===== config.mk =====
export PLATFORM = sky130hd
export DESIGN_NAME = operand_fetch
export DESIGN_NICKNAME = d
export VERILOG_FILES = /design/src/rtl/of_pkg.sv /design/src/rtl/of_scoreboard.sv /design/src/rtl/operand_fetch.sv
export SDC_FILE = /design/constraint.sdc
export NUM_CORES = 1
export LEC_CHECK = 0
export ABC_AREA = 1
export ABC_CLOCK_PERIOD_IN_PS = 8000
export CAP_MARGIN = 25
export CORE_MARGIN = 4
export CORE_UTILIZATION = 50
export CTS_CLUSTER_DIAMETER = 40
export DETAILED_ROUTE_END_ITERATION = 10
export PLACE_DENSITY = 0.87
export SYNTH_ARGS = -nofsm -noshare
export SYNTH_HDL_FRONTEND = slang
export SYNTH_SLANG_ARGS = --single-unit

===== constraint.sdc =====
create_clock -name rdclk -period 8 [get_ports rdclk]
set_input_delay 0.8 -clock rdclk [delete_from_list [all_inputs] [get_ports rdclk]]
set_output_delay 0.8 -clock rdclk [all_outputs]
set_load 0.1 [all_outputs]

===== src/rtl/of_pkg.sv =====
// of_pkg: shared constants and helpers for the operand fetch slice.
// Latency: n/a (package only).
// Backpressure: n/a.
// Contents: default operand width, register index width/count, the x0
// index, and the writeback-hit helper used by the scoreboard and the bypass.
package of_pkg;

  localparam int XLEN_DEFAULT = 32;
  localparam int REG_AW       = 5;
  localparam int NREG         = 32;
  localparam logic [REG_AW-1:0] REG_ZERO = 5'd0;

  // Writeback targets register r this cycle; x0 is never a real target.
  function automatic logic reg_hit(input logic en,
                                   input logic [REG_AW-1:0] idx,
                                   input logic [REG_AW-1:0] r);
    return en & (idx == r) & (r != REG_ZERO);
  endfunction

endpackage


===== src/rtl/of_scoreboard.sv =====
// of_scoreboard: 32-entry pending-write busy vector with writeback-aware lookup.
// Latency: set/clear land on the next rdclk edge; lookups are combinational.
// Backpressure: none; the caller decides when set_en is allowed.
// Ports: rdclk/rst (async, active-high); set_en/set_idx mark a register busy;
// clr_en/clr_idx release one; q_rs1/q_rs2/q_rd are looked up and reported as
// eff_rs1/eff_rs2/eff_rd (busy and not being released this cycle).
module of_scoreboard
  import of_pkg::*;
(
  input  logic              rdclk,
  input  logic              rst,
  input  logic              set_en,
  input  logic [REG_AW-1:0] set_idx,
  input  logic              clr_en,
  input  logic [REG_AW-1:0] clr_idx,
  input  logic [REG_AW-1:0] q_rs1,
  input  logic [REG_AW-1:0] q_rs2,
  input  logic [REG_AW-1:0] q_rd,
  output logic              eff_rs1,
  output logic              eff_rs2,
  output logic              eff_rd
);

  logic [NREG-1:0] busy;

  // Set is checked first so an issue and a writeback to the same register
  // in one cycle leave it busy (the new writer is still outstanding).
  always_ff @(posedge rdclk or posedge rst) begin
    if (rst) begin
      busy <= '0;
    end else begin
      busy[0] <= 1'b0;
      for (int i = 1; i < NREG; i++) begin
        if (set_en && (set_idx == REG_AW'(i)))
          busy[i] <= 1'b1;
        else if (clr_en && (clr_idx == REG_AW'(i)))
          busy[i] <= 1'b0;
      end
    end
  end

  // A register being written back this cycle is resolved by the bypass.
  assign eff_rs1 = busy[q_rs1] & ~reg_hit(clr_en, clr_idx, q_rs1);
  assign eff_rs2 = busy[q_rs2] & ~reg_hit(clr_en, clr_idx, q_rs2);
  assign eff_rd  = busy[q_rd]  & ~reg_hit(clr_en, clr_idx, q_rd);

endmodule


===== src/rtl/operand_fetch.sv =====
// operand_fetch: reads register operands, bypasses writeback, stalls on RAW/WAW.
// Latency: one rdclk cycle from accepted input to out_valid; one per cycle peak.
// Backpressure: in_ready drops on a hazard or when the full output stage is not drained.
// Ports: rdclk, rst (async, active-high); in_* decoded instruction (valid/ready);
// ra/rb register file read addresses, busA/busB read data; wb_regwr/wb_rw/wb_busW
// writeback port (same signals as the register file write port); out_* registered
// operands and payload to execute (valid/ready).
// Option: define OPERAND_FETCH_STALL_CNT_EN to add stall_cnt[31:0], a free-running
// count of cycles where an instruction was presented but held back by a hazard.
module operand_fetch
  import of_pkg::*;
#(
  parameter int XLEN = XLEN_DEFAULT,
  parameter int TAGW = 32
) (
  input  logic              rdclk,
  input  logic              rst,
  input  logic              in_valid,
  output logic              in_ready,
  input  logic [REG_AW-1:0] in_rs1,
  input  logic [REG_AW-1:0] in_rs2,
  input  logic [REG_AW-1:0] in_rd,
  input  logic              in_wen,
  input  logic [TAGW-1:0]   in_tag,
  output logic [REG_AW-1:0] ra,
  output logic [REG_AW-1:0] rb,
  input  logic [XLEN-1:0]   busA,
  input  logic [XLEN-1:0]   busB,
  input  logic              wb_regwr,
  input  logic [REG_AW-1:0] wb_rw,
  input  logic [XLEN-1:0]   wb_busW,
  output logic              out_valid,
  input  logic              out_ready,
  output logic [XLEN-1:0]   out_a,
  output logic [XLEN-1:0]   out_b,
  output logic [REG_AW-1:0] out_rd,
  output logic              out_wen,
  output logic [TAGW-1:0]   out_tag
`ifdef OPERAND_FETCH_STALL_CNT_EN
  ,
  output logic [31:0]       stall_cnt
`endif
);

  logic eff_rs1, eff_rs2, eff_rd;
  logic hazard, issue, set_en;
  logic [XLEN-1:0] opa, opb;

  assign ra = in_rs1;
  assign rb = in_rs2;

  assign set_en = issue & in_wen & (in_rd != REG_ZERO);

  of_scoreboard u_sb (
    .rdclk   (rdclk),
    .rst     (rst),
    .set_en  (set_en),
    .set_idx (in_rd),
    .clr_en  (wb_regwr),
    .clr_idx (wb_rw),
    .q_rs1   (in_rs1),
    .q_rs2   (in_rs2),
    .q_rd    (in_rd),
    .eff_rs1 (eff_rs1),
    .eff_rs2 (eff_rs2),
    .eff_rd  (eff_rd)
  );

  // WAW only matters when the instruction really writes a non-zero register.
  assign hazard   = in_valid & (eff_rs1 | eff_rs2 |
                                (in_wen & (in_rd != REG_ZERO) & eff_rd));
  assign in_ready = (~out_valid | out_ready) & ~hazard;
  assign issue    = in_valid & in_ready;

  // x0 reads as zero even if the register file or writeback says otherwise.
  always_comb begin
    opa = busA;
    opb = busB;
    if (in_rs1 == REG_ZERO)                    opa = '0;
    else if (reg_hit(wb_regwr, wb_rw, in_rs1)) opa = wb_busW;
    if (in_rs2 == REG_ZERO)                    opb = '0;
    else if (reg_hit(wb_regwr, wb_rw, in_rs2)) opb = wb_busW;
  end

  // Data fields hold after a drain so execute sees stable values while idle.
  always_ff @(posedge rdclk or posedge rst) begin
    if (rst) begin
      out_valid <= 1'b0;
      out_a     <= '0;
      out_b     <= '0;
      out_rd    <= '0;
      out_wen   <= 1'b0;
      out_tag   <= '0;
    end else if (issue) begin
      out_valid <= 1'b1;
      out_a     <= opa;
      out_b     <= opb;
      out_rd    <= in_rd;
      out_wen   <= in_wen;
      out_tag   <= in_tag;
    end else if (out_ready) begin
      out_valid <= 1'b0;
    end
  end

`ifdef OPERAND_FETCH_STALL_CNT_EN
  logic [31:0] stall_q;

  always_ff @(posedge rdclk or posedge rst) begin
    if (rst)
      stall_q <= '0;
    else if (hazard)
      stall_q <= stall_q + 32'd1;
  end

  assign stall_cnt = stall_q;
`endif

endmodule


### After elaboration in Yosys (flattened, before gate mapping)

Index checks and enable logic that the tools add are counted.

| word-level totals | value |
|---|---|
| input bits | 154 |
| output and inout port bits | 114 |
| register bits | 134 |
| word-level logic and storage cells | 302 |

| operators by class | value |
|---|---|
| reduce and logical (&&, ||, !) cells | 99 |
| $lt $le $gt $ge | 3 |
| eq/ne operators | 65 |
| bitwise operators | 24 |
| muxes and demuxes | 74 |

Operators with widths:

| cell | number |
|---|---|
| 5-bit equality test, second input constant | 32 |
| 32-bit two-way mux | 4 |
| 5-bit by 4-bit equality test with 1-bit output, second input constant | 16 |
| 1-bit two-way mux | 67 |
| 2-bit nonzero test | 32 |
| 1-bit logical AND | 62 |
| 5-bit by 3-bit equality test with 1-bit output, second input constant | 8 |
| 5-bit by 2-bit equality test with 1-bit output, second input constant | 4 |
| 5-bit by 6-bit < comparator with 1-bit output, second input constant | 3 |
| 1-bit AND | 16 |
| 1-bit binary-select mux with 5-bit select | 3 |
| 5-bit equality test | 3 |
| 5-bit nonzero test | 3 |
| 5-bit by 1-bit equality test with 1-bit output, second input constant | 2 |
| 5-bit logical NOT | 2 |
| 1-bit NOT | 5 |
| 1-bit bitwise OR | 3 |

### Depth between registers and ports, before layout

Gate-level depths: netlist of the first run.

| logic depth | value |
|---|---|
| depth in word-level cells | 15 |
| mapped depth | 18 |
| depth with buffers taken out | 16 |

### By module

Synthesis of the first run repeated with hierarchy kept, for this count alone.

| second synthesis, totals | value |
|---|---|
| cell total of the unflattened synthesis | 1,247 |
| area, all modules | 8,134.1 um2 |

By module, submodules not included:

| module | cells each | times used | area an instance (um2) |
|---|---|---|---|
| operand_fetch | 767 | 1 | 5,378.9 |
| of_scoreboard | 480 | 1 | 2,755.1 |

### Worst setup path before layout of the first run

No wires, ideal clock.

| timing path | value |
|---|---|
| path kind | input-to-output |
| start | input in_rs1[0] |
| end | output in_ready |
| buffers on the path | 2 |
| data arrival time | 3.883 ns |
| setup slack | 3.317 ns |
| stages | 13 |
| cells stage by stage | buf_4 > buf_2 > a21oi_1 > o21ai_0 > nand3_1 > nand3_1 > nand2_1 > nand2_1 > nand2_1 > nand2_1 > inv_2 > nand2_1 > a21boi_0 |

| between the ends | value |
|---|---|
| cells in the longest elaborated chain, start to end | 10 |
| elaborated cells between the ends (all ways) | 13 |

Ends and longest elaborated chain:

| element | RTL line | source |
|---|---|---|
| from (decl) | operand_fetch.sv:20 | `input logic [REG_AW-1:0] in_rs1,` |
| parallel branches: the longest is 4 deep, another holds 1-bit binary-select mux with 5-bit select | -- |  |
| 1-bit AND * | of_scoreboard.sv:43 | `assign eff_rs1 = busy[q_rs1] & ~reg_hit(clr_en, clr_idx, q_rs1);` |
| 1-bit bitwise OR * (2 in a row) | operand_fetch.sv:70 | `assign hazard = in_valid & (eff_rs1 \| eff_rs2 \|` |
| 1-bit AND * | operand_fetch.sv:70 |  |
| 1-bit NOT * | operand_fetch.sv:72 | `assign in_ready = (~out_valid \| out_ready) & ~hazard;` |
| 1-bit AND * | operand_fetch.sv:72 |  |
| to (decl) | operand_fetch.sv:19 | `output logic in_ready,` |

Mark *: on every way between the ends. The select of a mux whose other input is x is not followed.

### Worst setup path in the final report of the first run

| timing path | value |
|---|---|
| start | input in_rs2[0] |
| end | output in_ready |

| between the ends | value |
|---|---|
| cells in the longest elaborated chain, start to end | 10 |
| elaborated cells between the ends (all ways) | 13 |

Ends and longest elaborated chain:

| element | RTL line | source |
|---|---|---|
| from (decl) | operand_fetch.sv:21 | `input logic [REG_AW-1:0] in_rs2,` |
| parallel branches: the longest is 4 deep, another holds 1-bit binary-select mux with 5-bit select | -- |  |
| 1-bit AND * | of_scoreboard.sv:44 | `assign eff_rs2 = busy[q_rs2] & ~reg_hit(clr_en, clr_idx, q_rs2);` |
| 1-bit bitwise OR * (2 in a row) | operand_fetch.sv:70 |  |
| 1-bit AND * | operand_fetch.sv:70 |  |
| 1-bit NOT * | operand_fetch.sv:72 |  |
| 1-bit AND * | operand_fetch.sv:72 |  |

Marked as above.

==> key figures, run 1 <==
Outcome
  • Status: finished clean

Clock tree
  • Clock Path Buffers: 2
  • Post-cts gate resize count: 0
  • Num CTS Buffers: 17
  • Setup bufs post-CTS: 0
  • CTS Hold Buffers Added: 0
  • TritonCTS clock tree: done
  • H-tree lvl count: 4
  • CTS Sinks: 134
  • Skew-Pair Late Insertion Delay: 0.42 ns
  • CTS root buf: clkbuf_16
  • CTS clk-pin slew, worst paths: 0.06 ns

Setup path
  • Most used cell, CP: nand2_1
  • Worst reg2reg path endpoint: out_a[19]
  • Critical Path Source Type: primary input
  • Arrival @ worst endpoint: 4.48 ns
  • Reg2Reg Setup Slack: 5.18 ns
  • RR Startpoint: u_sb.busy[19]
  • CP Data Required Time: 7.20 ns
  • CP endpoint kind: output port
  • Cell Chain, Critical Path: clkdlybuf4s50_1 -> inv_1 -> nand2_1 -> nand3_1 -> nand2_1 -> nand2_1 -> nand2_1 -> nor2_1 -> nand2_1 -> nand2_1 -> nand2_1 -> nand2_1 -> inv_2 -> nand2_1 -> a21boi_0 -> clkdlybuf4s50_1
  • Delay-heaviest family, CP: buffers and inverters
  • Critical setup path kind: primary input to output port
  • Slowest-stage cell, CP: clkdlybuf4s50_1
  • Max incr delay on CP: 1.17 ns
  • Worst Reg-to-Reg Cells: 15
  • CP max FO: 21
  • Buf/Inv on CP: 4

Placed design
  • Post-detail-place hpwl: 19700 um
  • Placer congestion estimate: 0.985
  • Post-DP Area: 10100 um2
  • Input/output buffers: 267
  • Inst Count DP: 1477

Final layout
  • Nets: 1467
  • Finished Layout Cells: 1512
  • Synth-to-Final Area Change: 40.0%
  • Layout cells sized above 1: 3.92%
  • Final Instance Area: 10700 um2

Global route
  • Vias in the first global route: 7685
  • Antenna violations before repair: 2
  • Met1 Use GR: 40.4%
  • Met3 GRT Util: 7.87%
  • Gr usage total: 31.1%
  • Met2 usage: 50.0%
  • Pin count of the biggest net entering global routing: 108
  • GRT Residual Overflow: 0
  • GR peak layer: met2
  • First-pass GRT wire length: 43100 um

Drt
  • Via density per instance: 5.41
  • DR pass1 iterations: 7
  • Final WL: 27100 um
  • Avg WL per Cell: 18.0 um
  • Via count: 8179
  • Initial drt markers: 883
  • ANT nets after route: 0
  • DRC viols: 0

Power
  • Psw: 2.08 mW
  • Sw frac: 54.4%
  • Max VDD drop: 275 uV
  • Pwr dens: 359 nW/um2
  • Sequential power share: 25.9%
  • Share of power burned in the clock network: 18.8%
  • Internal cell power: 1.74 mW
  • Total Power: 3.83 mW
  • Logic pwr share: 55.2%
  • Leakage power: 5.14 nW

Hold path
  • Hold Crit Class: flip-flop to flip-flop
  • HP Start: out_tag[23]
  • Hold Path Sink: out_tag[23]
  • Hold path cells: 2

Floorplanning
  • Die width: 131 um
  • Die footprint: 17300 um2
  • Initial Util: 51.6%
  • IO Pins: 268
  • FP Rows: 44
  • Die height: 131 um
  • Core region area: 14800 um2

STA
  • Slew HR: 29.5%
  • Fmax: 189 MHz
  • Tmin final: 5.28 ns
  • RSZ-0062 raised after global routing: false
  • Worst Clk Skew: 0.0135 ns
  • Slew @ Worst Pin: 1.06 ns
  • Fin crit share: 66.0%
  • Final setup viols: 0
  • Hold Fails Final Rpt: 0
  • Final Max Slew Viols: 0
  • Setup_tns: 0 ns

Synthesis
  • Yosys top cell area share: 44.0%
  • Most frequent cell after synthesis: nand2_1
  • Syn Nets: 1246
  • Yosys top cell by area: dfrtp_1
  • Main synth FF type: dfrtp_1
  • Seq/Total Area, Yosys: 44.0%
  • Syn Inst Count: 1092
  • Synth top cells by count: 348 x nand2_1, 147 x o21ai_0, 141 x nor2_1
  • Synthesized area per cell: 6.98 um2
  • Synth warnings: 0
  • Number of synthesized flops with an enable pin: 0
  • Asr flop ratio synth: 100%
  • Synthesized flop and latch total: 134
  • Synth cell types: 29
  • Synthesized area: 7620 um2
  • Top post-synthesis cells by area: dfrtp_1 44%, nand2_1 17%, o21ai_0 9.7%, nor2_1 6.9%, nand3_1 5.0%

Flow run
  • Max Cap Viol: 0
-- per-stage QoR --
| stage | hold slack (ns) | utilization, % | setup WS [ns] |
|---|---|---|---|
| global placement | 0.465 | 68.5 | 2.79 |
| floorplan | 0.489 | - | 3.32 |
| finish | 0.485 | 72.3 | 2.72 |
| global route | 0.501 | 72.3 | 2.34 |
| CTS | 0.489 | 72.2 | 2.73 |
| detailed placement | 0.474 | 68.5 | 2.73 |
-- worst max-delay path by stage --
| stage | from | end | cells after the start |
|---|---|---|---|
| finish | in_rs2[0] | in_ready | 16 |
| global route | in_rs2[0] | in_ready | 16 |
| CTS | in_rs1[0] | in_ready | 12 |
| detailed placement | in_rs1[0] | in_ready | 12 |
| global placement | in_rs1[0] | in_ready | 12 |
| floorplan | in_rs1[0] | in_ready | 13 |
-- worst register-to-register path: stages, from the launching register on --
cell and delay [ns]:
dfrtp_1 0.52, nand2_1 0.09, nand3_1 0.11, nand2_1 0.06
nand2_1 0.06, nand2_1 0.06, nor2_1 0.10, nand2_1 0.06
nand2_1 0.07, nand2_1 0.05, nand2_1 0.15, inv_2 0.07
nand4_4 0.19, buf_4 0.83, nand2_1 0.18, o21ai_1 0.14
-- registers in the layout (all words and copies together), names as in the netlist --
signal     cells
out_valid      1
out_rd         5
out_b         32
out_a         32
u_sb.busy     31
out_wen        1
out_tag       32
-- power groups by stage --
stage | combinational (mW) | clock (mW) | sequential [mW]
after floorplan | 0.320 | 0 | 2.23
after global placement | 2.10 | 0 | 0.992
after detailed placement | 2.11 | 0 | 0.998
after CTS | 2.12 | 0.730 | 0.989
after global routing | 2.19 | 0.759 | 1.01
final | 2.12 | 0.720 | 0.993
-- final cells by class --
class | count | area, um2
sequential | 134 | 3350
antenna | 2 | 5.00
fill | 1254 | 4090
tap | 184 | 230
clock inverter | 12 | 97.6
clock buffer | 20 | 447
inverter | 83 | 317
multi-input combinational | 802 | 3480
timing repair buffer | 275 | 2740
-- kinds of logic after synthesis --
logic type	after synthesis	synth area share [%]
compound gates	224	15.0
xor+xnor	3	0.345
simple gates	575	30.4
flops	134	44.0
buf+inv	156	10.3
-- metal layers --
| layer | vias to the layer above | routed length [um] |
|---|---|---|
| li1 | 3930 | - |
| met1 | 3739 | 10900 |
| met2 | 442 | 12900 |
| met3 | 68 | 2460 |
| met4 | 0 | 882 |
| met5 | - | 0 |
-- cells in the final DEF (no fill, tap or decap), types with 2 or more instances in the layout --
cell type / n
a21oi_1: 9
buf_4: 7
clkbuf_1: 2
clkbuf_16: 17
clkdlybuf4s50_1: 267
clkinv_4: 3
clkinvlp_4: 5
dfrtp_1: 134
diode_2: 2
inv_1: 74
inv_2: 8
inv_6: 3
nand2_1: 348
nand3_1: 76
nand4_1: 2
nor2_1: 141
o21ai_0: 147
o21ai_1: 56
o22ai_1: 8
xor2_1: 2
Note: power is estimated with default switching activity, not from simulation.
==> inputs of run 2 (changes only) <==
- ABC_CLOCK_PERIOD_IN_PS: 8000 -> 5000
- CORE_UTILIZATION: 50 -> 46
- PLACE_DENSITY: 0.87 -> 0.8
- clock period: 8 -> 5 ns (I/O delays scaled with it)
==> key figures, run 2 (synthesized netlist as in run 1, its figures left out) <==
Outcome
  • Status: finished clean

Setup path
  • CP endpoint kind: output port
  • Slowest-stage cell, CP: clkdlybuf4s50_1
  • Most used cell, CP: nand2_1
  • Buf/Inv on CP: 4 (unchanged)
  • CP max FO: 21 (unchanged)
  • Cell Chain, Critical Path: clkdlybuf4s50_1 -> inv_1 -> nand2_1 -> nand3_1 -> a21oi_1 -> nor2_1 -> nand2_1 -> nand2_1 -> nand2_1 -> nand2_1 -> inv_2 -> nand2_1 -> a21boi_0 -> buf_12
  • Critical setup path kind: primary input to output port
  • Delay-heaviest family, CP: buffers and inverters
  • CP Data Required Time: 4.50 ns (-2.70 ns)
  • Max incr delay on CP: 0.97 ns (-0.20 ns)
  • Critical Path Source Type: primary input
  • Arrival @ worst endpoint: 3.32 ns (-1.16 ns)

Clock tree
  • CTS clk-pin slew, worst paths: 0.06 ns (about the same)
  • Setup bufs post-CTS: 0 (unchanged)
  • TritonCTS clock tree: done
  • CTS Sinks: 134 (unchanged)
  • CTS root buf: clkbuf_16
  • Post-cts gate resize count: 0 (unchanged)
  • Num CTS Buffers: 17 (unchanged)
  • Skew-Pair Late Insertion Delay: 0.43 ns (about the same)
  • Clock Path Buffers: 2 (unchanged)
  • CTS Hold Buffers Added: 0 (unchanged)
  • H-tree lvl count: 4 (unchanged)

Final layout
  • Final Instance Area: 10800 um2 (+1.4%)
  • Commonest non-fill, non-tap cell in the layout: nand2_1
  • Synth-to-Final Area Change: 42.0%
  • Biggest regs: out_a: 32 flops, out_b: 32 flops, out_tag: 32 flops
  • Final Util: 67.4% (-4.9 points)
  • Antenna diode count: 0 (-2)
  • Layout cells sized above 1: 4.29% (+0.37 points)
  • Commonest cells after routing, fill and taps aside: 348 x nand2_1, 266 x clkdlybuf4s50_1, 147 x o21ai_0, 141 x nor2_1, 134 x dfrtp_1
  • FILL cells: 1372 (+9.4%)
  • Nets: 1469 (+0.14%)

Global route
  • Gr usage total: 28.1% (-3.0 points)
  • GRT Residual Overflow: 0 (unchanged)
  • Pin count of the biggest net entering global routing: 135 (+25%)
  • Met3 GRT Util: 6.80% (-1.1 points)
  • Met2 usage: 44.3% (-5.7 points)
  • GR peak layer: met2
  • Met1 Use GR: 35.5% (-4.9 points)
  • Antenna violations before repair: 0 (-2)
  • Vias in the first global route: 7764 (+1.0%)
  • First-pass GRT wire length: 40700 um (-5.5%)

STA
  • Slew @ Worst Pin: 1.06 ns (+0.000788 ns)
  • Fin crit share: 76.4%
  • Slew HR: 29.3% (-0.20 points)
  • RSZ-0062 raised after global routing: false
  • Setup ws final: 1.18 ns (-1.54 ns)
  • Hold slack: 0.328 ns (-0.157 ns)
  • Fmax: 262 MHz
  • Hold Fails Final Rpt: 0 (unchanged)
  • Worst Clk Skew: 0.0107 ns (-0.00275 ns)
  • Tmin final: 3.82 ns
  • Final Max Slew Viols: 0 (unchanged)
  • Setup_tns: 0 ns (unchanged)
  • Final setup viols: 0 (unchanged)

Placed design
  • Placer congestion estimate: 0.939 (-4.6%)
  • Post-detail-place hpwl: 19100 um (-3.5%)
  • Post-DP Area: 10200 um2 (+0.77%)
  • Input/output buffers: 267 (unchanged)
  • Placement Setup Slack: 1.20 ns (-1.53 ns)

Drt
  • Avg WL per Cell: 17.3 um (-3.6%)
  • DRC viols: 0 (unchanged)
  • Final WL: 26700 um (-1.5%)
  • Via count: 8240 (+0.75%)
  • Initial drt markers: 603 (-32%)
  • Via density per instance: 5.34 (-1.3%)
  • ANT nets after route: 0 (unchanged)
  • DR pass1 iterations: 5 (-2)

Floorplanning
  • Initial Util: 47.4% (-4.2 points)
  • Die width: 137 um (+4.0%)
  • IO Pins: 268 (unchanged)
  • Die height: 137 um (+4.0%)
  • Die footprint: 18700 um2 (+8.2%)
  • Core region area: 16100 um2 (+8.8%)
  • FP Rows: 46 (+4.5%)

Power
  • Logic pwr share: 54.2% (-1.0 points)
  • Share of power burned in the clock network: 20.6% (+1.8 points)
  • Max VDD drop: 426 uV (+55%)
  • Pwr dens: 578 nW/um2 (+61%)
  • Sw frac: 54.2% (-0.24 points)
  • Psw: 3.39 mW (+63%)
  • Sequential power share: 25.2% (-0.7 points)
  • Leakage power: 5.21 nW (+1.4%)
  • Internal cell power: 2.86 mW (+64%)

Flow run
  • Max Cap Viol: 0 (unchanged)

Hold path
  • Hold Crit Class: primary input to async pin
run 2: layout make-up:
| type | count | area, um2 | area share (%) |
|---|---|---|---|
| Clock buffer | 17 | 425 | 3.93 |
| Tap cell | 216 | 270 | 2.50 |
| Multi-Input combinational cell | 802 | 3480 | 32.2 |
| Inverter | 83 | 317 | 2.93 |
| Timing Repair Buffer | 277 | 2790 | 25.8 |
| Sequential cell | 134 | 3350 | 31.0 |
| Clock inverter | 15 | 179 | 1.65 |
run 2: per-layer routing:
layer  share of wire [%]  wire length [um]
met5                   0                 0
met4                 5.4              1450
met3                 9.3              2480
met2                  45             12200
met1                  40             10600
run 2: path summary, 6_finish.rpt:
kind / start / end / slack [ns] / depth (start not counted)
setup / recovery: in_rs2[0] / in_ready / 1.18 / 14
hold / removal: rst / out_wen / 0.33 / 2
max in group asynchronous: rst / out_a[24] / 3.58 / 4
setup reg to reg: u_sb.busy[3] / out_rd[0] / 2.75 / 14
min in group rdclk: out_tag[6] / out_tag[6] / 0.48 / 2
hold reg to reg: out_tag[6] / out_tag[6] / 0.48 / 2
run 2: power groups by stage:
| stage | Sequential (mW) | Combinational (mW) | Clock, mW |
|---|---|---|---|
| 3_5_place_dp | 1.58 | 3.39 | 0 |
| 2_1_floorplan | 3.57 | 0.512 | 0 |
| 3_3_place_gp | 1.58 | 3.37 | 0 |
| 4_1_cts | 1.57 | 3.39 | 1.31 |
| 5_1_grt | 1.61 | 3.52 | 1.36 |
| 6_report | 1.57 | 3.39 | 1.29 |
run 2: metrics by stage:
step           cells  total power [mW]
2_1_floorplan   1092              4.08
3_3_place_gp    1511              4.95
3_5_place_dp    1511              4.97
4_1_cts         1543              6.27
5_1_grt         1544              6.49
6_report        1544              6.25
